[src/rtl/multicycle_control.sv]
// Main control FSM for the multicycle RV32 datapath (lw, sw, add/sub/and/or, addi/andi/ori, beq).
// Outputs decode from the state register; pc_write also follows the ALU zero flag in BRANCH.
module multicycle_control #(
    parameter int CNT_W = 32
) (
    input  logic             clk,
    input  logic             reset,
    input  logic [6:0]       opcode,
    input  logic [2:0]       funct3,
    input  logic             funct7_5,
    input  logic             zero,
    output logic             pc_write,
    output logic             IorD,
    output logic             mem_read,
    output logic             mem_write,
    output logic             ir_write,
    output logic             mem_to_reg,
    output logic             reg_write,
    output logic             alu_src_a,
    output logic [1:0]       alu_src_b,
    output logic             pc_source,
    output logic [3:0]       alu_control,
    output logic             halted,
    output logic [3:0]       state,
    output logic [CNT_W-1:0] instr_retired
);

    typedef enum logic [3:0] {
        S_FETCH    = 4'd0,
        S_DECODE   = 4'd1,
        S_MEM_ADDR = 4'd2,
        S_MEM_RD   = 4'd3,
        S_MEM_WB   = 4'd4,
        S_MEM_WR   = 4'd5,
        S_EXEC_R   = 4'd6,
        S_R_WB     = 4'd7,
        S_EXEC_I   = 4'd8,
        S_I_WB     = 4'd9,
        S_BRANCH   = 4'd10,
        S_HALT     = 4'd15
    } state_t;

    localparam logic [6:0] OP_LW  = 7'b0000011;
    localparam logic [6:0] OP_SW  = 7'b0100011;
    localparam logic [6:0] OP_R   = 7'b0110011;
    localparam logic [6:0] OP_I   = 7'b0010011;
    localparam logic [6:0] OP_BEQ = 7'b1100011;

    localparam logic [3:0] ALU_AND = 4'b0000;
    localparam logic [3:0] ALU_OR  = 4'b0001;
    localparam logic [3:0] ALU_ADD = 4'b0010;
    localparam logic [3:0] ALU_SUB = 4'b0110;

    state_t           r_state;
    logic [CNT_W-1:0] r_retired;

    logic       w_r_ok;
    logic [3:0] w_r_alu;
    logic       w_i_ok;
    logic [3:0] w_i_alu;
    logic       w_beq_ok;

    always_comb begin
        w_r_ok  = 1'b1;
        w_r_alu = ALU_ADD;
        case ({funct7_5, funct3})
            4'b0000: w_r_alu = ALU_ADD;
            4'b1000: w_r_alu = ALU_SUB;
            4'b0111: w_r_alu = ALU_AND;
            4'b0110: w_r_alu = ALU_OR;
            default: w_r_ok  = 1'b0;
        endcase

        w_i_ok  = 1'b1;
        w_i_alu = ALU_ADD;
        case (funct3)
            3'b000:  w_i_alu = ALU_ADD;
            3'b111:  w_i_alu = ALU_AND;
            3'b110:  w_i_alu = ALU_OR;
            default: w_i_ok  = 1'b0;
        endcase

        w_beq_ok = (funct3 == 3'b000);
    end

    // Unsupported funct encodings leave for HALT without reaching write-back or retiring.
    always_ff @(posedge clk) begin
        if (reset) begin
            r_state   <= S_FETCH;
            r_retired <= '0;
        end else begin
            case (r_state)
                S_FETCH:  r_state <= S_DECODE;
                S_DECODE: begin
                    case (opcode)
                        OP_LW, OP_SW: r_state <= S_MEM_ADDR;
                        OP_R:         r_state <= S_EXEC_R;
                        OP_I:         r_state <= S_EXEC_I;
                        OP_BEQ:       r_state <= S_BRANCH;
                        default:      r_state <= S_HALT;
                    endcase
                end
                S_MEM_ADDR: r_state <= (opcode == OP_LW) ? S_MEM_RD : S_MEM_WR;
                S_MEM_RD:   r_state <= S_MEM_WB;
                S_EXEC_R:   r_state <= w_r_ok ? S_R_WB : S_HALT;
                S_EXEC_I:   r_state <= w_i_ok ? S_I_WB : S_HALT;
                S_MEM_WB, S_MEM_WR, S_R_WB, S_I_WB: begin
                    r_state   <= S_FETCH;
                    r_retired <= r_retired + CNT_W'(1);
                end
                S_BRANCH: begin
                    if (w_beq_ok) begin
                        r_state   <= S_FETCH;
                        r_retired <= r_retired + CNT_W'(1);
                    end else begin
                        r_state <= S_HALT;
                    end
                end
                default: r_state <= S_HALT;
            endcase
        end
    end

    always_comb begin
        pc_write    = 1'b0;
        IorD        = 1'b0;
        mem_read    = 1'b0;
        mem_write   = 1'b0;
        ir_write    = 1'b0;
        mem_to_reg  = 1'b0;
        reg_write   = 1'b0;
        alu_src_a   = 1'b0;
        alu_src_b   = 2'b00;
        pc_source   = 1'b0;
        alu_control = ALU_ADD;
        halted      = 1'b0;
        case (r_state)
            S_FETCH: begin
                mem_read  = 1'b1;
                ir_write  = 1'b1;
                alu_src_b = 2'b01;
            end
            S_DECODE: begin
                pc_write  = 1'b1;
                pc_source = 1'b1;
                alu_src_b = 2'b10;
            end
            S_MEM_ADDR: begin
                alu_src_a = 1'b1;
                alu_src_b = 2'b10;
            end
            S_MEM_RD: begin
                IorD     = 1'b1;
                mem_read = 1'b1;
            end
            S_MEM_WB: begin
                mem_to_reg = 1'b1;
                reg_write  = 1'b1;
            end
            S_MEM_WR: begin
                IorD      = 1'b1;
                mem_write = 1'b1;
            end
            S_EXEC_R: begin
                alu_src_a   = 1'b1;
                alu_control = w_r_alu;
            end
            S_EXEC_I: begin
                alu_src_a   = 1'b1;
                alu_src_b   = 2'b10;
                alu_control = w_i_alu;
            end
            S_R_WB, S_I_WB: reg_write = 1'b1;
            S_BRANCH: begin
                alu_src_a   = 1'b1;
                alu_control = ALU_SUB;
                pc_source   = 1'b1;
                pc_write    = zero & w_beq_ok;
            end
            S_HALT:  halted = 1'b1;
            default: ;
        endcase

        if (reset) begin
            pc_write  = 1'b0;
            mem_read  = 1'b0;
            mem_write = 1'b0;
            ir_write  = 1'b0;
            reg_write = 1'b0;
        end
    end

    assign state         = r_state;
    assign instr_retired = r_retired;

endmodule

[config.mk]
export PLATFORM = sky130hd
export DESIGN_NAME = multicycle_control
export DESIGN_NICKNAME = d
export VERILOG_FILES = /design/src/rtl/multicycle_control.sv
export SDC_FILE = /design/constraint.sdc
export NUM_CORES = 1
export LEC_CHECK = 0
export ABC_AREA = 1
export CORE_MARGIN = 1
export CORE_UTILIZATION = 49
export CTS_CLUSTER_DIAMETER = 60
export DETAILED_ROUTE_END_ITERATION = 16
export PLACE_DENSITY = 0.81
export SLEW_MARGIN = 25
export SYNTH_ARGS = -nofsm -noshare
export SYNTH_HDL_FRONTEND = slang
export SYNTH_SLANG_ARGS = --single-unit
[constraint.sdc]
create_clock -name clk -period 2 [get_ports clk]
set_input_delay 0.4 -clock clk [delete_from_list [all_inputs] [get_ports clk]]
set_output_delay 0.4 -clock clk [all_outputs]
set_load 0.1 [all_outputs]
# [Word-level counts from Yosys, hierarchy flattened]
# Index checks and enable logic that the tools add are counted.
[totals] word_cells=70 reg_bits=36 inputBits=14
[op_classes] n_reduce_logical=15 muxes=29 bitwise=1 n_eq_ne=22 addsub=1
[op_table] cell="$pmux 32 s2" count=1
[op_table] cell="$add 32x1->32 const B" count=1
[op_table] cell="$mux 32" count=1
[op_table] cell="$pmux 4 s8" count=1
[op_table] cell="$eq 4x3->1 const B" count=6
[op_table] cell="$eq 4x4->1 const B" count=5
[op_table] cell="$mux 1" count=16
[op_table] cell="$pmux 4 s4" count=1
[op_table] cell="$eq 7x6->1 const B" count=2
[op_table] cell="$pmux 4 s3" count=1
[op_table] cell="$reduce_or 4->1" count=3
[op_table] cell="$pmux 3 s3" count=1
[op_table] cell="$reduce_or 3->1" count=3
[op_table] cell="$eq 4x2->1 const B" count=2
[op_table] cell="$logic_not 4->1" count=2
[op_table] cell="$mux 4" count=2
[op_table] cell="$pmux 2 s2" count=2
[op_table] cell="$reduce_or 2->1" count=4
[op_table] cell="$eq 7x2->1 const B" count=1
[op_table] cell="$eq 7x5->1 const B" count=1
[op_table] cell="$eq 7x7->1 const B" count=1
[op_table] cell="$eq 3x3->1 const B" count=2
[op_table] cell="$mux 3" count=2
[op_table] cell="$eq 4x1->1 const B" count=1
[op_table] cell="6 further kinds" count=6

# [Logic depth before layout (Yosys ltp)]
# Gate-level depths: netlist of run 1.
[logic_depth] word_depth=5 depth_mapped=12 ltp_nobuf=11

# [Worst setup path after synthesis of run 1]
# Ideal clock, no wire load.
[synth_path] path_kind="register to output" from="register r_state[3], in the netlist state[3]" to="output port alu_control[0]" required_ps=1600 arrival_ps=4553 path_slack_ps=-2953 path_stages_with_launch=9 path_cell_list="dfxtp_1 -> inv_2 -> nor2_4 -> inv_1 -> nor2_1 -> inv_1 -> nand2_1 -> inv_1 -> nor4_1"
[synth_via] elab_chain_len=2 elab_cells_between_ends=4
[synth_lines] element="from (decl)" line_no="54" source="state_t r_state;"
[synth_lines] element="from (signal assigned)" line_no="103" source="S_MEM_ADDR: r_state <= (opcode == OP_LW) ? S_MEM_RD : S_MEM_WR;"
[synth_lines] element="from (signal assigned)" line_no="105" source="S_EXEC_R: r_state <= w_r_ok ? S_R_WB : S_HALT;"
[synth_lines] element="from (signal assigned)" line_no="106" source="S_EXEC_I: r_state <= w_i_ok ? S_I_WB : S_HALT;"
[synth_lines] element="$eq 4x4->1 or $eq 4x3->1 (tied branches)" line_no="137" source="case (r_state)"
[synth_lines] element="$pmux 4 s3 *" line_no="137"
[synth_lines] element="to (decl)" line_no="22" source="output logic [3:0] alu_control,"
# Every way passes the cells marked *; elsewhere a longest branch is shown, timed or not.

# [Worst setup path after layout of run 1]
# Same ends and word-level chain as after synthesis.

==> results of run 1 <==
## layer usage
| layer | track usage (%) | up-vias | part of all wire (%) |
|---|---|---|---|
| met1 | 38.8 | 1381 | 45 |
| met4 | 8.93 | 0 | 1.7 |
| met2 | 50.2 | 106 | 47 |
| met3 | 4.53 | 15 | 5.8 |
| met5 | 0 | - | 0 |
| li1 | - | 1514 | - |
## placed cells by master (no fill, tap or decap), types with 2 or more instances in the layout
cell,n
nor2_2,5
dlygate4sd2_1,2
xor2_1,10
a31oi_1,2
dfxtp_2,9
dfxtp_4,4
nand3_1,23
inv_1,32
xnor2_1,3
buf_12,29
dfxtp_1,23
a21oi_4,3
nand2_1,158
nor3_2,2
clkdlybuf4s50_1,11
nand2_2,5
a21oi_1,32
nand2_4,2
nand4_1,3
nor2_4,8
buf_4,32
clkbuf_8,6
o21ai_0,7
inv_2,10
clkbuf_1,2
nor2_1,81
## area by class of cell
class,count,share of cell area (%)
clock buffers,8,2.41
inverters,44,4.52
multi-input cells,352,45.1
flip-flops and latches,36,20.0
well taps,67,2.25
repair buffers,75,25.7
## sequential cells by signal, indices dropped and copies added, names as in the netlist
register and count:
state 4, instr_retired 32
## worst paths after layout
| path | to | cells past startpoint | slack (ns) |
|---|---|---|---|
| worst max-delay path | alu_control[0] | 8 | 0.007 |
| worst min-delay path | instr_retired[31] | 2 | 0.50 |
| worst min register to register | instr_retired[31] | 2 | 0.50 |
| worst max register to register | instr_retired[3] | 9 | 0.16 |
## metrics by stage
stage          cell area, sq um  worst slack (ns)  power (mW)
3_3_place_gp               3590            -0.144        3.98
6_report                   3730           0.00704        4.63
4_1_cts                    3730          -0.00206        4.63
5_1_grt                    3730           -0.0705        4.81
3_5_place_dp               3590            -0.197        4.02
2_1_floorplan              2640            -0.621        3.10
## worst max-delay path, cell delays in order, from the launching register on
cell and delay, ns:
dfxtp_4 0.38, inv_4 0.05, nor2_4 0.08, inv_2 0.05, nor2_4 0.11, buf_6 0.12
nor2_2 0.04, nor4_4 0.26, buf_12 0.21
## power by group
| group | switching (mW) | total [mW] | internal, mW | leakage, nW |
|---|---|---|---|---|
| clock network | 0.257 | 0.538 | 0.281 | 0.0455 |
| registers | 0.0788 | 0.873 | 0.794 | 0.298 |
| logic | 2.27 | 3.22 | 0.955 | 1.14 |
| total | 2.60 | 4.63 | 2.03 | 1.48 |
## kinds of logic after synthesis
kind of cell	count (synthesis)	synth area share (%)
simple gates	292	47.2
flops	36	29.0
fa+ha+maj	1	0.503
buf+inv	55	9.40
compound gates	45	9.25
xor+xnor	13	4.58
other cells	1	0.151
## timing repair
| action | in CTS | in global routing |
|---|---|---|
| pin swaps | 10 | 1 |
| gates resized for setup | 13 | 3 |
| setup endpoints to repair | 5 | 18 |
| buffers inserted | 3 | 0 |
==> results.py, run 1 <==
metrics = {
    "critical_path": {
        "critPathMaxFanout": 4,
        "rr_startpoint": "state[3]",
        "critical_path_required_ns": 1.60,
        "crit_path_start": "state[3]",
        "path_class": "flop to output pin",
        "arrival_ns": 1.59,
        "endpoint_kind": "output pin",
        "crit_path_start_kind": "flop",
    },
    "sta": {
        "rsz0062_at_grt": "true",
        "finClkSkew_ns": 0.00488,
        "slew_viol_final": 0,
        "fin_tns_setup_ns": 0,
        "hold_ws_ns": 0.500,
        "setup-violations-final": 0,
        "finalCritPeriodShare_pct": 99.6,
        "hold_viol_final": 0,
        "min_period_ns": 1.99,
        "max_freq_ghz": 0.502,
    },
    "floorplanning": {
        "dieArea_sq_um": 5370,
        "boundaryPins": 66,
        "rows": 25,
        "start_util_pct": 51.7,
        "die_width_um": 73.3,
        "fp.dieH_um": 73.3,
        "core_sq_um": 4820,
    },
    "yosys": {
        "synth_edf_count": 0,
        "synth_top_area_share_pct": 29.0,
        "synth-seq-area-share_pct": 29.0,
        "async_flop_share_pct": 0,
        "synth.most_common_cell": "nand2_1",
        "synth_nets": 458,
        "syn_area_per_cell_sq_um": 5.62,
        "synth_warnings": 0,
        "yosysUniqueCellTypes": 27,
        "synth_ff_type": "dfxtp_1",
        "syn_inst": 443,
        "synth.cells.most_frequent": "nand2_1 (164), nor2_1 (90), inv_1 (41)",
        "synth_seq_cells": 36,
        "netlist_area_sq_um": 2490,
        "synth.area.top_cells": "dfxtp_1 (29%), nand2_1 (25%), nor2_1 (14%)",
        "yosysTopAreaCell": "dfxtp_1",
    },
    "clocking": {
        "root_buffer": "clkbuf_8",
        "numCtsBuffers": 5,
        "clock_sinks": 36,
        "cts.path.max_buffers": 2,
        "path_clk_slew_ns": 0.07,
        "cts_tree": "done",
        "htreeDepth": 2,
        "cts_hold_buffers": 0,
        "worstSkewPairLatency_ns": 0.29,
    },
    "placed_design": {
        "io_buffers": 64,
        "place.gp.congestion": 0.934,
        "place_hpwl_um": 5800,
        "place_inst": 571,
    },
    "routing": {
        "drc": 0,
        "wl_per_cell_um": 12.8,
        "wl_um": 7460,
        "firstDrtPassIters": 5,
        "vias_per_cell": 5.18,
        "drt_iter0_drc": 191,
        "dr_total_vias": 3016,
        "antenna_left": 0,
    },
    "finish": {
        "n_antenna_cell": 0,
        "regArea_sq_um": 747,
        "multi_input_area_sq_um": 1680,
        "post-route-util_pct": 77.5,
        "drive_gt1_share_pct": 23.5,
        "nFillCells": 380,
        "syn2layout_area_growth_pct": 50.0,
        "fin_nets": 529,
        "fin_cells": 582,
    },
    "global_routing": {
        "first_global_vias": 2747,
        "antenna_found_initial": 0,
        "grt_max_degree": 28,
        "grt_usage_pct": 29.7,
        "grt.overflow.total": 0,
        "grt_first_pass_wirelength_um": 12200,
    },
    "power_and_ir_drop": {
        "powerDensity_nw_per_um2": 1240,
        "peakVddDrop_mv": 1.29,
        "cellLeakagePower_nw": 1.48,
    },
    "hold_path": {
        "hold_start": "instr_retired[31]",
        "hp-class": "flop to flop",
    },
    "flow_run": {
        "maxCapViolCount": 0,
    },
    "status": {
        "outcome": "finished clean",
    },
}
Note: power is estimated with default switching activity, not from simulation.
==> run 2: changes to the inputs <==
Settings changed: SETUP_SLACK_MARGIN from default to 0.15.
==> run 2 against run 1 <==
  * The flow now finishes with violations (setup timing)
  * Register-to-register slack worse by 0.02 ns
  * Non-clock buffer count grew 12
  * Sequential power is 3.2% higher
  * Setup slack worse by 0.033 ns
  * Via count rose by 4.2%
  * Critical path depth is 1 higher
  * Largest power group unchanged
==> results.py, run 2 (synthesis results as in run 1) <==
metrics = {
    "clocking": {
        "worstSkewPairLatency_ns": 0.30,
        "path_clk_slew_ns": 0.08,
        "cts_tree": "done",
        "cts.path.max_buffers": 2,
        "root_buffer": "clkbuf_8",
        "cts_hold_buffers": 0,
        "clock_sinks": 36,
        "numCtsBuffers": 5,
        "htreeDepth": 2,
    },
    "routing": {
        "dr_total_vias": 3144,
        "drc": 0,
        "vias_per_cell": 5.29,
        "drt_iter0_drc": 272,
        "wl_um": 8240,
        "antenna_left": 0,
        "firstDrtPassIters": 5,
        "wl_per_cell_um": 13.9,
    },
    "sta": {
        "finClkSkew_ns": 0.00639,
        "rsz0062_at_grt": "true",
        "min_period_ns": 2.03,
        "finalWorstSetupSlack_ns": -0.0256,
        "setup-violations-final": 3,
        "fin_tns_setup_ns": -0.0437,
        "hold_ws_ns": 0.496,
        "slew_viol_final": 0,
        "max_freq_ghz": 0.494,
        "finalCritPeriodShare_pct": 101,
        "hold_viol_final": 0,
    },
    "floorplanning": {
        "rows": 25,
        "die_width_um": 73.3,
        "fp.dieH_um": 73.3,
        "dieArea_sq_um": 5370,
        "core_sq_um": 4820,
        "start_util_pct": 51.7,
        "boundaryPins": 66,
    },
    "placed_design": {
        "dpl_worst_slack_ns": -0.158,
        "place.gp.congestion": 0.966,
        "place_hpwl_um": 5570,
        "placed_area_sq_um": 3500,
        "io_buffers": 64,
    },
    "power_and_ir_drop": {
        "cellLeakagePower_nw": 1.56,
        "pwr-share-comb_pct": 72.7,
        "powerDensity_nw_per_um2": 1350,
        "power_frac_seq_pct": 17.2,
        "cell_internal_pwr_mw": 2.34,
        "pwr-share-clk_pct": 10.1,
        "p_sw_mw": 2.90,
        "swShare_pct": 55.3,
        "peakVddDrop_mv": 1.32,
    },
    "critical_path": {
        "path_class": "flop to output pin",
        "critical_path_required_ns": 1.60,
        "critPathMaxFanout": 5,
        "crit_path_start_kind": "flop",
        "endpoint_kind": "output pin",
        "arrival_ns": 1.63,
    },
    "status": {
        "outcome": "finished with violations",
        "violations": "setup timing",
    },
    "hold_path": {
        "hp-class": "flop to flop",
    },
    "finish": {
        "multi_input_area_sq_um": 1780,
        "drive_gt1_share_pct": 32.4,
        "fin_area_sq_um": 3890,
        "mostFrequentLayoutCells": "nand2_1 (151), nor2_1 (78), buf_4 (48), inv_1 (30), a21oi_1 (30)",
        "syn2layout_area_growth_pct": 56.3,
        "n_antenna_cell": 0,
        "nFillCells": 345,
        "mostFrequentLayoutCell": "nand2_1",
        "fin_nets": 541,
        "regArea_sq_um": 777,
        "largest_register_ffs": 32,
    },
    "global_routing": {
        "grt.overflow.total": 0,
        "antenna_found_initial": 0,
        "grt_max_degree": 27,
        "first_global_vias": 2688,
        "grt_usage_pct": 29.8,
        "grt_first_pass_wirelength_um": 12400,
    },
    "flow_run": {
        "maxCapViolCount": 0,
    },
}
[run 2: changes by cell type in the layout (fill, tap and decap cells not counted), sizes merged]
cell	previous run	this run
buf	62	73
clkbuf	8	6
clkinv	1	3
clkdlybuf4s50	11	10
dlygate4sd2	2	3
inv	43	44
[run 2: power by group through the flow]
stage | Combinational (mW) | Sequential, mW | Clock, mW
6_report | 3.81 | 0.901 | 0.528
5_1_grt | 3.94 | 0.902 | 0.567
4_1_cts | 3.43 | 0.884 | 0.532
3_5_place_dp | 3.17 | 0.899 | 0
3_3_place_gp | 3.13 | 0.898 | 0
2_1_floorplan | 1.87 | 1.24 | 0
[run 2: what timing repair did]
action                                  in CTS  in global routing
hold endpoints to repair                     0                  0
buffers inserted                            11                  3
endpoints found under the setup margin       9                 44
pin swaps                                   14                  4
cloned                                       0                  1
resized for setup                           25                 24
[run 2: worst max-delay path, cell delays in order (launching register included)]
cell and delay (ns):
dfxtp_4 0.40, inv_4 0.04, nor2_4 0.10, buf_4 0.13, buf_6 0.11, nand2_8 0.08, inv_6 0.07, nand3_4 0.07
a21oi_4 0.14, buf_12 0.19
[run 2: path summary, 6_finish.rpt]
check | from | end | slack [ns] | depth (start not counted)
worst min-delay path | instr_retired[3] | instr_retired[3] | 0.50 | 2
worst max register to register | state[3] | instr_retired[17] | 0.14 | 13
worst max-delay path | state[3] | pc_write | -0.03 | 9
worst min register to register | instr_retired[3] | instr_retired[3] | 0.50 | 2
[run 2: metal layers]
layer / vias to the layer above / share of wire, % / track usage, %
li1: 1538 / - / -
met1: 1418 / 43 / 38.8
met2: 156 / 47 / 47.6
met3: 32 / 7.1 / 6.58
met4: 0 / 3.8 / 12.2
met5: - / 0 / 0
[run 2: through the flow]
step	utilization, %	instances	total power, mW
5_1_grt	80.7	594	5.41
2_1_floorplan	-	443	3.11
3_5_place_dp	72.6	571	4.06
3_3_place_gp	72.6	571	4.03
4_1_cts	77.8	590	4.84
6_report	80.7	594	5.24
[run 2: layout make-up]
cell class	instances	share of cell area (%)
timing repair buffer	87	25.1
sequential	36	20.0
inverter	44	4.83
clock inverter	3	0.483
multi-input combinational	352	45.7
tap	67	2.16
clock buffer	5	1.77
==> run 3: changes to the inputs <==
Settings changed: PLACE_DENSITY 0.81 to 0.85.
==> run 3 against run 2 <==
  * Register-to-register slack got worse by 0.04 ns
  * Routed wire length shrank 1.4%
  * Setup slack improved by 0.0047 ns
  * Largest cell class unchanged
  * Cell area is 1.7% lower
  * Cell count shrank 0.67%
  * The flow still finishes with violations (setup timing)
  * Non-clock buffer count is 3 lower
  * Die area is the same
==> results.py, run 3 (synthesis results as in run 1) <==
metrics = {
    "clocking": {
        "htreeDepth": 2,
        "clock_sinks": 36,
        "path_clk_slew_ns": 0.07,
        "cts_tree": "done",
        "cts_hold_buffers": 0,
        "root_buffer": "clkbuf_8",
        "cts.path.max_buffers": 2,
        "worstSkewPairLatency_ns": 0.29,
        "numCtsBuffers": 5,
    },
    "global_routing": {
        "grt_usage_pct": 31.0,
        "grt_first_pass_wirelength_um": 12900,
        "antenna_found_initial": 0,
        "first_global_vias": 2839,
        "grt.overflow.total": 0,
        "grt_max_degree": 27,
    },
    "finish": {
        "fin_nets": 538,
        "largest_register_ffs": 32,
        "syn2layout_area_growth_pct": 53.6,
        "regArea_sq_um": 777,
        "mostFrequentLayoutCells": "nand2_1 (157), nor2_1 (79), buf_4 (48), a21oi_1 (31), inv_1 (28)",
        "n_antenna_cell": 0,
        "multi_input_area_sq_um": 1760,
        "mostFrequentLayoutCell": "nand2_1",
        "nFillCells": 364,
        "drive_gt1_share_pct": 31.0,
    },
    "sta": {
        "slew_viol_final": 0,
        "finalCritPeriodShare_pct": 101,
        "finClkSkew_ns": 0.00756,
        "hold_viol_final": 0,
        "max_freq_ghz": 0.495,
        "setup-violations-final": 2,
        "rsz0062_at_grt": "true",
        "finalWorstSetupSlack_ns": -0.0209,
        "min_period_ns": 2.02,
    },
    "routing": {
        "drt_iter0_drc": 227,
        "wl_per_cell_um": 13.8,
        "firstDrtPassIters": 5,
        "vias_per_cell": 5.33,
        "antenna_left": 0,
        "drc": 0,
        "wl_um": 8130,
        "dr_total_vias": 3147,
    },
    "floorplanning": {
        "boundaryPins": 66,
        "start_util_pct": 51.7,
        "dieArea_sq_um": 5370,
        "rows": 25,
        "die_width_um": 73.3,
        "core_sq_um": 4820,
        "fp.dieH_um": 73.3,
    },
    "critical_path": {
        "arrival_ns": 1.62,
        "critical_path_required_ns": 1.60,
        "endpoint_kind": "output pin",
        "critPathMaxFanout": 4,
        "crit_path_start": "state[1]",
        "path_class": "flop to output pin",
        "crit_path_start_kind": "flop",
        "rr_startpoint": "state[1]",
    },
    "power_and_ir_drop": {
        "cell_internal_pwr_mw": 2.25,
        "swShare_pct": 55.5,
        "pwr-share-comb_pct": 71.1,
        "p_sw_mw": 2.81,
        "powerDensity_nw_per_um2": 1320,
        "power_frac_seq_pct": 17.7,
        "peakVddDrop_mv": 1.29,
        "pwr-share-clk_pct": 11.2,
        "cellLeakagePower_nw": 1.54,
        "total_power_mw": 5.06,
    },
    "hold_path": {
        "hold_start": "instr_retired[28]",
        "hp-class": "flop to flop",
    },
    "placed_design": {
        "dpl_worst_slack_ns": -0.154,
        "place.gp.congestion": 0.935,
        "io_buffers": 64,
        "place_hpwl_um": 5700,
    },
    "status": {
        "outcome": "finished with violations",
        "violations": "setup timing",
    },
    "flow_run": {
        "maxCapViolCount": 0,
    },
}
run 3: cell count changes in the layout (fill, tap and decap cells not counted), sizes merged:
cell and change:
buf -2, dlygate4sd2 -2, clkbuf +1, clkdlybuf4s15 +2, clkinv -3
run 3: final cells by class:
class                      instances  area share (%)
clock buffer                       7            2.52
inverter                          44            4.91
multi-input combinational        352            46.1
sequential                        36            20.3
tap                               67            2.19
timing repair buffer              84            23.9
run 3: stage by stage:
stage	setup TNS, ns	util [%]	cell area [sq um]	hold slack, ns	instances
after global routing	-0.386	79.4	3820	0.516	590
after global placement	-1.23	72.4	3490	0.476	571
final	-0.0400	79.4	3820	0.499	590
after CTS	0	77.5	3730	0.498	587
after floorplan	-2.70	-	2670	0.667	443
after detailed placement	-2.47	72.4	3490	0.487	571
run 3: power by group through the flow:
stage	combinational, mW	sequential, mW	clock [mW]
after floorplan	1.87	1.24	0
after global placement	3.09	0.894	0
after detailed placement	3.14	0.893	0
after CTS	3.38	0.883	0.566
after global routing	3.74	0.904	0.597
final	3.60	0.895	0.567
run 3: final timing paths:
path | end | slack [ns] | cells past startpoint
worst min register to register | instr_retired[28] | 0.50 | 2
worst max register to register | instr_retired[18] | 0.10 | 12
worst max-delay path | alu_control[1] | -0.02 | 8
worst min-delay path | instr_retired[28] | 0.50 | 2
run 3: critical path, stage by stage, from the launching register on:
cell and delay (ns):
dfxtp_4 0.39, inv_2 0.06, nand2_2 0.09, nor2_4 0.05
buf_6 0.11, buf_4 0.13, a21oi_2 0.14, nand3b_1 0.15
buf_12 0.20
run 3: timing repair:
action                                  in CTS  in global routing
buffers inserted                             9                  3
pin swaps                                   11                  7
endpoints found under the setup margin      33                 44
gates resized for setup                     28                 19
run 3: layer usage:
layer / vias up / global-route usage [%] / wire length, um
met5: - / 0 / 0
met4: 0 / 11.8 / 272
met3: 27 / 4.39 / 510
met2: 157 / 53.2 / 3910
met1: 1421 / 39.2 / 3430
li1: 1542 / - / -
